`config.mk`:
```
export PLATFORM = sky130hd
export DESIGN_NAME = rtype_instruction_encoder_flat
export DESIGN_NICKNAME = d
export VERILOG_FILES = /design/src/rtl/rtype_instruction_encoder_if.sv /design/src/rtl/rtype_instruction_encoder.sv /design/src/flat_wrapper.sv
export SDC_FILE = /design/constraint.sdc
export NUM_CORES = 1
export LEC_CHECK = 0
export CORE_MARGIN = 1.5
export CORE_UTILIZATION = 49
export CTS_CLUSTER_SIZE = 10
export DETAILED_ROUTE_END_ITERATION = 10
export PLACE_DENSITY = 0.8
export SETUP_SLACK_MARGIN = 0.05
export SLEW_MARGIN = 20
export SYNTH_ARGS = -nofsm -noshare
export SYNTH_HDL_FRONTEND = slang
export SYNTH_SLANG_ARGS = --single-unit
```
`constraint.sdc`:
```
create_clock -name clk -period 2.4 [get_ports clk]
set_input_delay 0.72 -clock clk [delete_from_list [all_inputs] [get_ports clk]]
set_output_delay 0.72 -clock clk [all_outputs]
set_load 0.05 [all_outputs]
```
`src/rtl/rtype_instruction_encoder_if.sv`:
```
// ============================================================================
//  Module   : rtype_instruction_encoder_if
//  Brief    : Request/response stream bundle for the R-type instruction encoder.
//  Revision : 1.0 - initial release
// ============================================================================
`default_nettype none

interface rtype_instruction_encoder_if #(
  parameter int CNT_W = 16
);
  logic             inValid;
  logic             inReady;
  logic [3:0]       inOpALU;
  logic [4:0]       inRd;
  logic [4:0]       inRs1;
  logic [4:0]       inRs2;
  logic             outValid;
  logic             outReady;
  logic [31:0]      outInstr;
  logic             errPulse;
  logic [CNT_W-1:0] instrCount;
  logic [CNT_W-1:0] errCount;

  modport master (
    output inValid, inOpALU, inRd, inRs1, inRs2, outReady,
    input  inReady, outValid, outInstr, errPulse, instrCount, errCount
  );

  modport slave (
    input  inValid, inOpALU, inRd, inRs1, inRs2, outReady,
    output inReady, outValid, outInstr, errPulse, instrCount, errCount
  );
endinterface

`default_nettype wire

```
`src/rtl/rtype_instruction_encoder.sv`:
```
// ============================================================================
//  Module   : rtype_instruction_encoder
//  Brief    : Encodes ALU micro-op requests into RV32I R-type words, 2-deep FIFO.
//  Revision : 1.0 - initial release
// ============================================================================
`default_nettype none

module rtype_instruction_encoder #(
  parameter int CNT_W = 16
) (
  input  wire logic                   clk,
  input  wire logic                   rstN,
  rtype_instruction_encoder_if.slave  bus
);

  localparam logic [6:0] C_OPCODE_OP = 7'b0110011;

  typedef enum logic [1:0] {
    EMPTY = 2'd0,
    ONE   = 2'd1,
    FULL  = 2'd2
  } occ_t;

  occ_t             r_state;
  occ_t             w_state_nxt;
  logic [31:0]      r_head;
  logic [31:0]      r_tail;
  logic [31:0]      w_head_nxt;
  logic [31:0]      w_tail_nxt;
  logic             r_err_pulse;
  logic [CNT_W-1:0] r_instr_count;
  logic [CNT_W-1:0] r_err_count;

  logic             w_legal;
  logic [2:0]       w_fun3;
  logic [6:0]       w_fun7;
  logic [31:0]      w_word;
  logic             w_in_ready;
  logic             w_out_valid;
  logic             w_accept;
  logic             w_push;
  logic             w_drop;
  logic             w_pop;

  // Inverse of the decoder's opALU table.
  always_comb begin
    w_legal = 1'b1;
    w_fun3  = 3'b000;
    w_fun7  = 7'h00;
    case (bus.inOpALU)
      4'd0:    w_fun3 = 3'b000;
      4'd1:    begin w_fun3 = 3'b000; w_fun7 = 7'h20; end
      4'd2:    w_fun3 = 3'b111;
      4'd3:    w_fun3 = 3'b110;
      4'd4:    w_fun3 = 3'b100;
      4'd5:    w_fun3 = 3'b001;
      4'd6:    w_fun3 = 3'b101;
      4'd7:    begin w_fun3 = 3'b101; w_fun7 = 7'h20; end
      4'd8:    w_fun3 = 3'b010;
      4'd9:    w_fun3 = 3'b011;
      default: w_legal = 1'b0;
    endcase
  end

  assign w_word      = {w_fun7, bus.inRs2, bus.inRs1, w_fun3, bus.inRd, C_OPCODE_OP};
  assign w_in_ready  = (r_state != FULL);
  assign w_out_valid = (r_state != EMPTY);
  assign w_accept    = bus.inValid & w_in_ready;
  assign w_push      = w_accept & w_legal;
  assign w_drop      = w_accept & ~w_legal;
  assign w_pop       = w_out_valid & bus.outReady;

  // The head register doubles as outInstr, so it simply keeps its value when
  // the FIFO drains, which gives the hold-last-word behaviour for free.
  always_comb begin
    w_state_nxt = r_state;
    w_head_nxt  = r_head;
    w_tail_nxt  = r_tail;
    case (r_state)
      EMPTY: begin
        if (w_push) begin
          w_head_nxt  = w_word;
          w_state_nxt = ONE;
        end
      end
      ONE: begin
        case ({w_push, w_pop})
          2'b10: begin
            w_tail_nxt  = w_word;
            w_state_nxt = FULL;
          end
          2'b01:   w_state_nxt = EMPTY;
          2'b11:   w_head_nxt  = w_word;
          default: w_state_nxt = ONE;
        endcase
      end
      FULL: begin
        if (w_pop) begin
          w_head_nxt  = r_tail;
          w_state_nxt = ONE;
        end
      end
      default: w_state_nxt = EMPTY;
    endcase
  end

  always_ff @(posedge clk or negedge rstN) begin
    if (!rstN) begin
      r_state <= EMPTY;
      r_head  <= 32'h0;
      r_tail  <= 32'h0;
    end else begin
      r_state <= w_state_nxt;
      r_head  <= w_head_nxt;
      r_tail  <= w_tail_nxt;
    end
  end

  always_ff @(posedge clk or negedge rstN) begin
    if (!rstN) begin
      r_err_pulse   <= 1'b0;
      r_instr_count <= '0;
      r_err_count   <= '0;
    end else begin
      r_err_pulse <= w_drop;
      if (w_pop) begin
        r_instr_count <= r_instr_count + 1'b1;
      end
      if (w_drop) begin
        r_err_count <= r_err_count + 1'b1;
      end
    end
  end

  assign bus.inReady    = w_in_ready;
  assign bus.outValid   = w_out_valid;
  assign bus.outInstr   = r_head;
  assign bus.errPulse   = r_err_pulse;
  assign bus.instrCount = r_instr_count;
  assign bus.errCount   = r_err_count;

endmodule

`default_nettype wire
```
`src/flat_wrapper.sv`:
```
// flat-port wrapper written by rule: the top's interface ports become plain ports
module rtype_instruction_encoder_flat 
#(
  parameter int CNT_W = 16
)
  (clk, rstN, bus_inValid, bus_inOpALU, bus_inRd, bus_inRs1, bus_inRs2, bus_outReady, bus_inReady, bus_outValid, bus_outInstr, bus_errPulse, bus_instrCount, bus_errCount);
  rtype_instruction_encoder_if #(.CNT_W(CNT_W)) bus_i ();
  input  wire logic clk;
  input  wire logic rstN;
  input wire logic [$bits(bus_i.inValid)-1:0] bus_inValid;
  input wire logic [$bits(bus_i.inOpALU)-1:0] bus_inOpALU;
  input wire logic [$bits(bus_i.inRd)-1:0] bus_inRd;
  input wire logic [$bits(bus_i.inRs1)-1:0] bus_inRs1;
  input wire logic [$bits(bus_i.inRs2)-1:0] bus_inRs2;
  input wire logic [$bits(bus_i.outReady)-1:0] bus_outReady;
  output wire logic [$bits(bus_i.inReady)-1:0] bus_inReady;
  output wire logic [$bits(bus_i.outValid)-1:0] bus_outValid;
  output wire logic [$bits(bus_i.outInstr)-1:0] bus_outInstr;
  output wire logic [$bits(bus_i.errPulse)-1:0] bus_errPulse;
  output wire logic [$bits(bus_i.instrCount)-1:0] bus_instrCount;
  output wire logic [$bits(bus_i.errCount)-1:0] bus_errCount;
  assign bus_i.inValid = bus_inValid;
  assign bus_i.inOpALU = bus_inOpALU;
  assign bus_i.inRd = bus_inRd;
  assign bus_i.inRs1 = bus_inRs1;
  assign bus_i.inRs2 = bus_inRs2;
  assign bus_i.outReady = bus_outReady;
  assign bus_inReady = bus_i.inReady;
  assign bus_outValid = bus_i.outValid;
  assign bus_outInstr = bus_i.outInstr;
  assign bus_errPulse = bus_i.errPulse;
  assign bus_instrCount = bus_i.instrCount;
  assign bus_errCount = bus_i.errCount;
  rtype_instruction_encoder #(.CNT_W(CNT_W)) u_core (.clk(clk), .rstN(rstN), .bus(bus_i));
endmodule
```
==> run metrics <==
run status finished clean; Period minus WS final 2.30 ns; sequential area share after synthesis 52.5%; CP peak stage delay 0.82 ns; DIE AREA 7810 um2; ANT cells 0; worst slew pin tran 0.511 ns; CORE AREA 6910 um2; Yosys cell types 43; Crit path required time 1.68 ns; fill count 528; adder-cell share of the synthesized area 1.40%; 1st-pass router iterations 4; post-synthesis xor/xnor area fraction 7.60%; critical path startpoint category register; layout cells sized above 1 21.2%; Worst Path Buf+Inv 1; grt peak-use layer met2; GRT Overall Usage 19.9%; CP Data Arrival Time 1.58 ns; compound-cell area share of the yosys netlist 4.03%; CP top delay family buffers and inverters; Skew-Pair Late Insertion Delay 0.35 ns; Routed Wire Length 7.28 mm; total grt overflow 0; CTS root buf clkbuf_8; Synth Area in Simple Gates 17.8%; worst hold-check path type input pin to async pin; Final Skew 0.00826 ns; Final Hold Fails 0; Die W 88.4 um; mux share of post-synthesis cell area 11.5%; warnings from Yosys 0; WHS 0.297 ns; Vias 2,593; Static Leak 2.32 nW; Initial Util 51.7%; vias in the first global route 2,615; Tot Pwr 5.48 mW; Cell Pwr Density 1150 nW/um2; drt wl/cell 14.2 um; TritonCTS clock tree yes; CTS clk-pin slew, worst paths 0.07 ns; Area growth syn-to-layout 33.7%; RSZ-0062 raised after global routing no; boundary pin count 90; hold buffer count at cts 0; clock buffer count from CTS 9; Vias/cell 5.06; first-pass GRT wire length 11.9 mm; Yosys reg bits 75; Sw Share 42.1%; pin count of the biggest net entering global routing 31; area of the mapped netlist 3570 um2; worst path cell trace clkdlybuf4s50_1; initial antenna violation count 0; Antenna Violating Nets Remaining 0; Gate power share 45.5%; clock network power share 17.9%; P_int 3.17 mW; Psw 2.31 mW; Placed Instances 496; count of pins over their slew limit 0; NumNets Final 438; Sink Count 75; M2 GR Usage 32.9%; FFs w/ async S/R, synth 100%; maximum VDD drop 0.761 mV; Worst Path Max Fanout 4; Sequential Power Share 36.5%; DRC 0; Finished Core Util 69.1%; Global Route met3 Usage 4.57%; Critical-path top delay cell clkdlybuf4s50_1; M1 GR Usage 25.7%; slew margin rel. 65.8%; PortBufs 80; Routability Congestion 0.812; final cell count without fillers 512; Max Fclk 0.434 GHz; Post-CTS Resized 7; die height 88.4 um; FP Rows 30; Top FF cell, synth dfrtp_1; Setup crit end kind output port; max-cap check violation count 0; CTS H-tree depth 3; gate count of the mapped netlist 314; number of synthesized flops with an enable pin 0; final setup vio count 0; total setup buffers inserted after CTS 0; Avg Cell Area, Syn 11.4 um2; post-DP HPWL 5.28 mm; largest family of logic cells by synthesized area simple AND/OR/NAND/NOR gates; Iter 0 DRT Violations 119; Clock Path Buffers 2; Final period util 95.9%; critical path type register to output port
cell usage in the layout (no fill, tap or decap), types with 3 or more instances in the layout:
master | Yosys | layout
nand4_1 | 8 | 8
clkdlybuf4s50_1 | 0 | 56
buf_12 | 0 | 3
conb_1 | 1 | 9
xor2_1 | 9 | 9
dfrtp_1 | 75 | 75
dlymetal6s2s_1 | 0 | 14
o21ai_0 | 6 | 6
ha_1 | 4 | 4
dlygate4sd2_1 | 0 | 7
buf_4 | 12 | 20
nor4_4 | 4 | 4
xnor2_1 | 22 | 22
and3_1 | 5 | 5
inv_1 | 5 | 5
mux2_2 | 32 | 32
clkbuf_8 | 0 | 10
nand2_1 | 68 | 68
nor2_1 | 7 | 6
nand3_1 | 11 | 11
metrics by stage:
| stage | setup TNS (ns) | cell area [um2] | setup WS (ns) |
|---|---|---|---|
| CTS | 0 | 4740 | 0.0546 |
| floorplan | 0 | 3600 | 0.259 |
| finish | 0 | 4770 | 0.0973 |
| detailed placement | -5.72 | 4540 | -0.253 |
| global route | 0 | 4770 | 0.0503 |
| global placement | -2.39 | 4540 | -0.140 |
Yosys cell counts, types with 3 or more instances:
cell type	count	area share [%]
mux2_2	32	10
nand3_1	11	1.5
inv_1	5	0.53
buf_4	12	2.5
and3_1	5	0.88
nor4_4	4	2.4
buf_2	7	0.98
nand2_1	68	7.1
ha_1	4	1.4
xor2_1	9	2.2
buf_6	3	0.95
o21ai_0	6	0.84
dfrtp_1	75	53
nand4_1	8	1.4
nor2_1	7	0.74
xnor2_1	22	5.4
area by class of cell:
cell class	count	area (um2)	area share (%)
clock buffer	11	141	2.96
inverter	6	22.5	0.472
clock inverter	5	60.1	1.26
multi-input combinational	219	1550	32.4
timing repair buffer	100	1010	21.1
sequential	75	1880	39.3
tap	96	120	2.52
path summary, 6_finish.rpt:
kind | from | end | slack, ns | cells past startpoint
worst max-delay path | u_core.bus.errCount[12] | bus_errCount[12] | 0.1 | 1
worst min register to register | u_core.bus.errCount[15] | u_core.bus.errCount[15] | 0.47 | 1
worst max register to register | u_core.r_state[1] | u_core.bus.outInstr[12] | 0.59 | 7
min in group clk | u_core.bus.errCount[15] | u_core.bus.errCount[15] | 0.47 | 1
max in group asynchronous | rstN | u_core.bus.errPulse | 1.59 | 2
worst min-delay path | rstN | u_core.bus.instrCount[6] | 0.30 | 1
state kept, by name, indices dropped and copies added, names as in the netlist:
| register | cells |
|---|---|
| u_core.bus.outInstr | 20 |
| u_core.r_tail | 20 |
| u_core.bus.errCount | 16 |
| u_core.bus.instrCount | 16 |
| u_core.r_state | 2 |
| u_core.bus.errPulse | 1 |
cells by family (layout without fill, tap and decap cells):
kind of cell	Yosys count	in the layout
flops	75	75
fa+ha+maj	4	4
mux	36	36
xor+xnor	31	31
simple gates	119	119
buf+inv	28	122
compound gates	20	20
other cells	1	9
metal layers:
layer  vias to the layer above  wire length [um]
met5                         -                 0
met2                        74              3580
met4                         0               102
met1                      1270              3240
met3                        10               362
li1                       1239                 -
power groups by stage:
stage	Clock, mW	Sequential (mW)	Combinational, mW
2_1_floorplan	0	2.79	0.914
3_3_place_gp	0	2.00	2.48
3_5_place_dp	0	2.02	2.54
4_1_cts	1.01	2.00	2.52
5_1_grt	1.06	2.05	2.64
6_report	0.984	2.00	2.50
No activity file was read; power rests on OpenSTA's default activity.
